File: src/rtl/nzp_compare_unit.sv
// Per-thread signed/unsigned compare into NZP flag registers,
// with a one-entry valid/ready output stage and branch evaluation.
module nzp_compare_unit #(
  parameter int WIDTH   = 8,
  parameter int THREADS = 4
) (
  input  logic                     clk,
  input  logic                     reset,
  input  logic                     in_valid,
  output logic                     in_ready,
  input  logic                     signed_mode,
  input  logic [THREADS-1:0]       thread_mask,
  input  logic [THREADS*WIDTH-1:0] rs,
  input  logic [THREADS*WIDTH-1:0] rt,
  output logic                     out_valid,
  input  logic                     out_ready,
  output logic [THREADS-1:0]       out_mask,
  output logic [THREADS*3-1:0]     out_nzp,
  input  logic [2:0]               br_cond,
  output logic [THREADS-1:0]       br_taken
);

  logic                 valid_q;
  logic [THREADS-1:0]   mask_q;
  logic [THREADS*3-1:0] nzp_q;
  logic [THREADS*3-1:0] flags;
  logic                 accept;

  assign in_ready = !valid_q | out_ready;
  assign accept   = in_valid & in_ready;

  for (genvar i = 0; i < THREADS; i++) begin : g_lane
    logic [WIDTH-1:0] a;
    logic [WIDTH-1:0] b;
    logic [WIDTH:0]   ea;
    logic [WIDTH:0]   eb;
    logic [WIDTH:0]   diff;
    logic [2:0]       f;

    assign a    = rs[i*WIDTH +: WIDTH];
    assign b    = rt[i*WIDTH +: WIDTH];
    // extra top bit makes the subtraction overflow-free
    assign ea   = {signed_mode & a[WIDTH-1], a};
    assign eb   = {signed_mode & b[WIDTH-1], b};
    assign diff = ea - eb;

    always_comb begin
      f = 3'b001;
      unique case (1'b1)
        (a == b):    f = 3'b010;
        diff[WIDTH]: f = 3'b100;
        default:     f = 3'b001;
      endcase
    end

    assign flags[i*3 +: 3] = f;
    assign br_taken[i] = |(nzp_q[i*3 +: 3] & br_cond);
  end

  always_ff @(posedge clk) begin
    if (reset) begin
      valid_q <= 1'b0;
      mask_q  <= '0;
      nzp_q   <= '0;
    end else if (accept) begin
      valid_q <= 1'b1;
      mask_q  <= thread_mask;
      for (int i = 0; i < THREADS; i++) begin
        if (thread_mask[i]) begin
          nzp_q[i*3 +: 3] <= flags[i*3 +: 3];
        end
      end
    end else if (out_ready) begin
      valid_q <= 1'b0;
    end
  end

  assign out_valid = valid_q;
  assign out_mask  = mask_q;
  assign out_nzp   = nzp_q;

endmodule

File: config.mk
export PLATFORM = sky130hd
export DESIGN_NAME = nzp_compare_unit
export DESIGN_NICKNAME = d
export VERILOG_FILES = /design/src/rtl/nzp_compare_unit.sv
export SDC_FILE = /design/constraint.sdc
export NUM_CORES = 1
export LEC_CHECK = 0
export ABC_AREA = 1
export CORE_ASPECT_RATIO = 1.5
export CORE_MARGIN = 5
export CORE_UTILIZATION = 39
export CTS_CLUSTER_SIZE = 25
export DETAILED_ROUTE_END_ITERATION = 6
export GPL_ROUTABILITY_DRIVEN = 0
export PLACE_DENSITY = 0.92
export SYNTH_ARGS = -nofsm -noshare
export SYNTH_HDL_FRONTEND = slang
export SYNTH_SLANG_ARGS = --single-unit
File: constraint.sdc
create_clock -name clk -period 1.4 [get_ports clk]
set_input_delay 0.28 -clock clk [delete_from_list [all_inputs] [get_ports clk]]
set_output_delay 0.28 -clock clk [all_outputs]
set_load 0.01 [all_outputs]
# Word level (Yosys, flattened, before mapping)
# Cells that the tools add are included.
# word_totals
reg_bits	17
inputBits	76
out_inout_bits	22
wordCells	44
# op_classes
n_addsub	4
eq_ne	4
mux	6
bitwise_logic	14
reduce_logical	10
# op_table
operator	count
$sub A9 B9 Y9	4
$eq A8 B8 Y1	4
$pmux W3 S2	4
$and A3 B3 Y3	4
$reduce_or A3 Y1	4
$and A1 B1 Y1	9
$reduce_and A2 Y1	4
$mux W1	2
$reduce_bool A2 Y1	1
$logic_not A1 Y1	1
$or A1 B1 Y1	1

# Depth between registers and ports, before layout
# logic_depth
depth_word	4
ltp_mapped	13
depth_no_buf	13

# Worst setup path before layout
# OpenSTA, ideal clock, no wires.
# synth_timing
path_kind	input to register
from	input port rt[7]
to	register nzp_q[2], in the netlist out_nzp[2]
arrival_ps	1169
slack_ps	118
cell_stages	9
cell_sequence	inv_1 ha_1 a21o_1 nor2_1 nand2_1 nand2_1 nand2_1 o21ai_1 inv_1
# synth_via
elab_chain_len	3
elab_cells_between_ends	4
cone_classes	add/sub (1); eq/ne (1); mux (1); bitwise (1)
# synth_rtl
element	line	rtl
start, declared	14	input logic [THREADS*WIDTH-1:0] rt,
$and A1 B1 Y1	44	assign eb = {signed_mode & b[WIDTH-1], b};
$sub A9 B9 Y9	45	assign diff = ea - eb;
$pmux W3 S2 *	49	unique case (1'b1)
end signal, assigned by index	70	nzp_q[i*3 +: 3] <= flags[i*3 +: 3];
end, declared	25	logic [THREADS*3-1:0] nzp_q;
# Every way passes the cells marked *; elsewhere a longest branch is shown, timed or not.
# A chain may end at the register's enable or synchronous reset.

# Final worst setup path
# layout_timing
from	input port in_valid
to	register nzp_q[6], in the netlist out_nzp[6]
# layout_via
elab_chain_len	2
# layout_rtl
element	line	rtl
start, declared	9	input logic in_valid,
$and A1 B1 Y1	30	assign accept = in_valid & in_ready;
$reduce_and A2 Y1 (no line)	n/a	
# No other way between the ends.

==> reports/metrics.csv <==
metric,value,unit
area of the mapped netlist,1690,um^2
Hold WC Path Type,flip-flop to flip-flop,
drt wl/cell,13.1,um
Global Route Usage Sum,19.1,%
violation count after the first detailed-route iteration,66,
P_leak,1.73,nW
die width,63.7,um
Rel. slew slack,85.6,%
Post-Synth XOR/XNOR Area,0,%
RSZ-0062 raised after global routing,true,
post-route cell area,3210,um^2
Rows,29,
data required time at the worst endpoint,1.59,ns
Post-Synth Simple-Gate Area,27.5,%
synth top area cells,"ha_1 (24%), dfxtp_1 (20%), nand2_1 (17%)",
Avg Inst Size Synth,6.26,um^2
clk_skew,0.00108,ns
io pins,98,
placed cell count,428,
Initial DRT Pass Iterations,4,
CTS tree,done,
initial antenna violation count,0,
VDD IR max,0.600,mV
"leading cell type in the layout, fill and taps excluded",dlygate4sd2_1,
DRC,0,
critical path's slowest cell,clkdlybuf4s50_1,
area grow syn2layout,90.1,%
Max Slew Vio Count,0,
placed instance area,2850,um^2
final cell count without fillers,438,
cts bufs inserted,3,
Crit path max-delay family,buffers and inverters,
nets@finish,501,
crit path time final,1.35,ns
Initial Util,40.1,%
outcome,"complete, no violations",
crit path launch type,primary input,
DIE AREA,5770,um^2
mux cell area share after synthesis,0,%
worst hold slack,0.459,ns
first-pass GRT wire length,9150,um
pre-CTS setup slack,-0.513,ns
Antenna diodes,0,
Slew @ Worst Pin,0.214,ns
pwr dens,545,nW/um^2
hold buffers post-CTS,0,
"FF+latch count, synth",17,
Fmax,0.738,GHz
crit share post-route,96.8,%
vias in the first global route,2149,
"CTS clk-pin slew, worst paths",0.06,ns
Syn Inst Count,270,
vias per std cell,4.83,
final-report setup violation count,0,
worst path bufs/invs,3,
post-synthesis compound-gate area fraction,14.0,%
leading area contributor after synthesis,ha_1,
largest net degree at the start of global routing,18,
IO buf count,97,
Max-Cap Viols,0,
sequential fraction of the synthesis area,20.1,%
Synth Warn #,0,
clk sinks,17,
"Core Util, Final",76.3,%
Worst path max stage delay,0.46,ns
CP Capture Type,flip-flop,
Routed WL,5750,um
vias post-DR,2116,
Setup Total Neg Slack,0,ns
Post-Syn Nets,378,
remaining global-route overflow,0,
critical path arrival,1.54,ns
maximum root-to-sink buffer count,2,
Adder-Cell Fraction of Synth Area,23.7,%
largest family of logic cells by synthesized area,simple AND/OR/NAND/NOR gates,
Yosys cell types,15,
Die Height,90.6,um
most frequent cells in the layout,"dlygate4sd2_1 (82), nand2_1 (62), inv_1 (44), buf_4 (21), inv_2 (20)",
total power,1.75,mW
Clk Tree Root Cell,clkbuf_8,
Final ANT Viol Nets,0,
CP Max Fanout,6,
Final HPWL DP,4230,um
fin worst setup slack,0.0453,ns
crit-path cells,clkdlybuf4s50_1 -> inv_1 -> a21oi_4 -> buf_4 -> nand2_2 -> a21oi_2 -> nand3_1 -> a21oi_1,
core area,4210,um^2
area share of the largest cell type after synthesis,23.7,%
Fin. Hold Viols,0,
H-tree Lvls,1,
Setup CP Type,primary input to flip-flop,
clock latency on the worst-skew pair,0.25,ns
share of cells above drive strength 1,29.6,%
[final timing paths]
kind          startpoint          end  slack (ns)  depth (start not counted)
max             in_valid   out_nzp[6]        0.05                          8
min          out_mask[3]  out_mask[3]        0.46                          2
min reg2reg  out_mask[3]  out_mask[3]        0.46                          2
max reg2reg    out_valid   out_nzp[6]        0.23                          6
[sequential cells by signal, indices dropped and copies added, names as in the netlist]
signal,count
out_nzp,12
out_mask,4
out_valid,1
[per-layer routing]
layer	up-vias	global-route usage (%)	share of wire, %
met5	-	0	0
met4	0	6.41	1.9
met3	11	4.61	6.0
met2	71	38.1	58
met1	955	18.2	34
li1	1079	-	-
[tightest hold or removal path: stages, from the launching register on]
cell and delay, ns:
dfxtp_1 0.30, nand2_1 0.06, a21oi_1 0.05
[cell usage after synthesis]
| cell type | number |
|---|---|
| a211oi_1 | 4 |
| a21o_1 | 4 |
| a21oi_1 | 21 |
| a21oi_2 | 4 |
| a21oi_4 | 1 |
| clkbuf_1 | 2 |
| dfxtp_1 | 17 |
| ha_1 | 32 |
| inv_1 | 63 |
| inv_2 | 1 |
| nand2_1 | 77 |
| nand2_2 | 4 |
| nand3_1 | 12 |
| nor2_1 | 24 |
| o21ai_1 | 4 |
[kinds of logic (layout without fill, tap and decap cells)]
logic type,Yosys count,count (layout)
compound gates,38,38
fa+ha+maj,32,32
buf+inv,66,188
flops,17,17
simple gates,117,117
[what timing repair did]
action,4_1_cts,5_1_grt
gates resized for setup,161,24
hold endpoints to repair,0,0
endpoints found under the setup margin,34,9
pin swaps,70,25
buffers inserted,4,2
[power by group]
group	leakage (nW)	switching [mW]	internal, mW
registers	0.140	0.0217	0.516
logic	1.56	0.407	0.444
clock network	0.0228	0.158	0.202
total	1.73	0.587	1.16
[layout make-up]
class | instances | area, um^2
Clock buffer | 4 | 45.0
Fill cell | 305 | 997
Inverter | 64 | 240
Multi-Input combinational cell | 187 | 1480
Sequential cell | 17 | 340
Tap cell | 46 | 57.6
Timing Repair Buffer | 120 | 1050
No activity file was read; power rests on OpenSTA's default activity.
==> variant (same settings) <==
`WIDTH`: 8 -> 10.
--- a/src/rtl/nzp_compare_unit.sv
+++ b/src/rtl/nzp_compare_unit.sv
@@ -2,5 +2,5 @@
 // with a one-entry valid/ready output stage and branch evaluation.
 module nzp_compare_unit #(
-  parameter int WIDTH   = 8,
+  parameter int WIDTH   = 10,
   parameter int THREADS = 4
 ) (
Ports: changed (resized rs and rt); port bits go from 98 to 114. The function was not compared with the original's and may differ.
==> variant against the original RTL <==
  * The flow now finishes with violations (negative setup slack)
  * Power rose by 14%
  * Register-to-register slack worse by 0.11 ns
  * Largest power group unchanged
  * Area after synthesis up 19%
  * Setup slack worse by 0.092 ns
  * First-iteration DRC count rose by 110%
  * Final area is 22% higher
  * Global-route usage rose by 4.4 points
  * Via count grew 26%
  * Wire length increased by 46%
  * Sequential cell count unchanged
  * Largest cell class unchanged
  * Die area increased by 16%
==> variant: results <==
metrics = {
    "run_status": {
        "outcome": "complete, but fails checks",
        "violations": "negative setup slack",
    },
    "final_layout": {
        "fraction_of_area_in_multi_input_gates_pct": 49.47,
        "inverters": 94,
        "layout.non_clock_buffers": 128,
        "layout.nonclk_buf_share_pct": 29.37,
        "nFlopsAndLatches": 17,
        "final_util_pct": 77.24,
        "filler_cell_count": 350,
    },
    "yosys": {
        "yosysSeqAreaShare_pct": 16.95,
        "synth.top_cells.by_area": "ha_1 (25%), nand2_1 (18%), dfxtp_1 (17%), inv_1 (17%), nand3_1 (5.2%)",
        "ys_types": 17,
        "synth_common_cells": "nand2_1 (97), inv_1 (89), ha_1 (40)",
        "post_synth_fa_ha_maj_area_fraction_pct": 24.92,
        "synth_nets": 459,
        "compound_gate_portion_of_the_synthesized_area_pct": 7.227,
    },
    "critical_path": {
        "worstPathMaxFanout": 7,
        "worst_r2r_endpoint": "out_nzp[9]",
        "reg2regPathDepth": 8,
        "critical_path_arrival_ns": 1.63,
    },
    "timing": {
        "setup_slack_ns": -0.04670,
        "fin_worst_hold_slack_ns": 0.4630,
        "totalNegativeSetupSlack_ns": -0.04763,
        "worst-slew-pin-transition_ns": 0.3036,
        "skew_ns": 0.01011,
        "setup_viol": 2,
    },
    "power_and_ir_drop": {
        "power.clock.fraction_pct": 19.2,
        "p_seq_share_pct": 27.1,
        "max-vdd-ir-drop_mv": 0.3789,
    },
    "route": {
        "met1_length_um": 2742,
        "wl_final_um": 8396,
        "wl_met2_um": 4473,
        "drt_first_iter_violations": 139,
        "route.detailed.vias_per_inst": 5.059,
        "route.vias.total": 2661,
    },
    "die": {
        "horiz_die_dim_um": 68.59,
    },
    "placed_design": {
        "placed_cells": 520,
        "io_buffers": 113,
        "postPlaceCellArea_um2": 3317,
    },
    "hold_path": {
        "whs_endpoint": "out_mask[0]",
        "holdCritStartpoint": "out_mask[0]",
    },
    "global_routing": {
        "globalRouteMet2Util_pct": 46.06,
        "grt_pass1_vias": 2817,
        "grt_max_degree": 12,
        "use_met3_pct": 4.488,
        "grt.met1_usage_pct": 19.76,
        "grt.total_usage_pct": 23.51,
    },
    "clocking": {
        "cts-resized-gates": 211,
        "post_cts.repair.setup_buffers": 0,
    },
}
variant: cell count changes after synthesis, sizes merged, moves of 4 or more:
| cell | before | now |
|---|---|---|
| nor2 | 24 | 19 |
| ha | 32 | 40 |
| o21ai | 4 | 0 |
| o21a | 0 | 4 |
| a21o | 4 | 0 |
| o211ai | 0 | 4 |
| a211oi | 4 | 0 |
| nand3 | 12 | 21 |
| a21oi | 26 | 17 |
| nand2 | 81 | 102 |
| inv | 64 | 91 |
| nand4 | 0 | 8 |
variant: worst max-delay path by stage:
stage                         start     endpoint  depth (start not counted)
after floorplan              rt[39]  out_nzp[11]                         10
after global placement       rt[19]   out_nzp[5]                         11
after detailed placement     rt[19]   out_nzp[5]                         11
after CTS                    rs[12]   out_nzp[5]                          9
after global routing         rs[27]   out_nzp[8]                         10
final                     out_ready   out_nzp[9]                         10
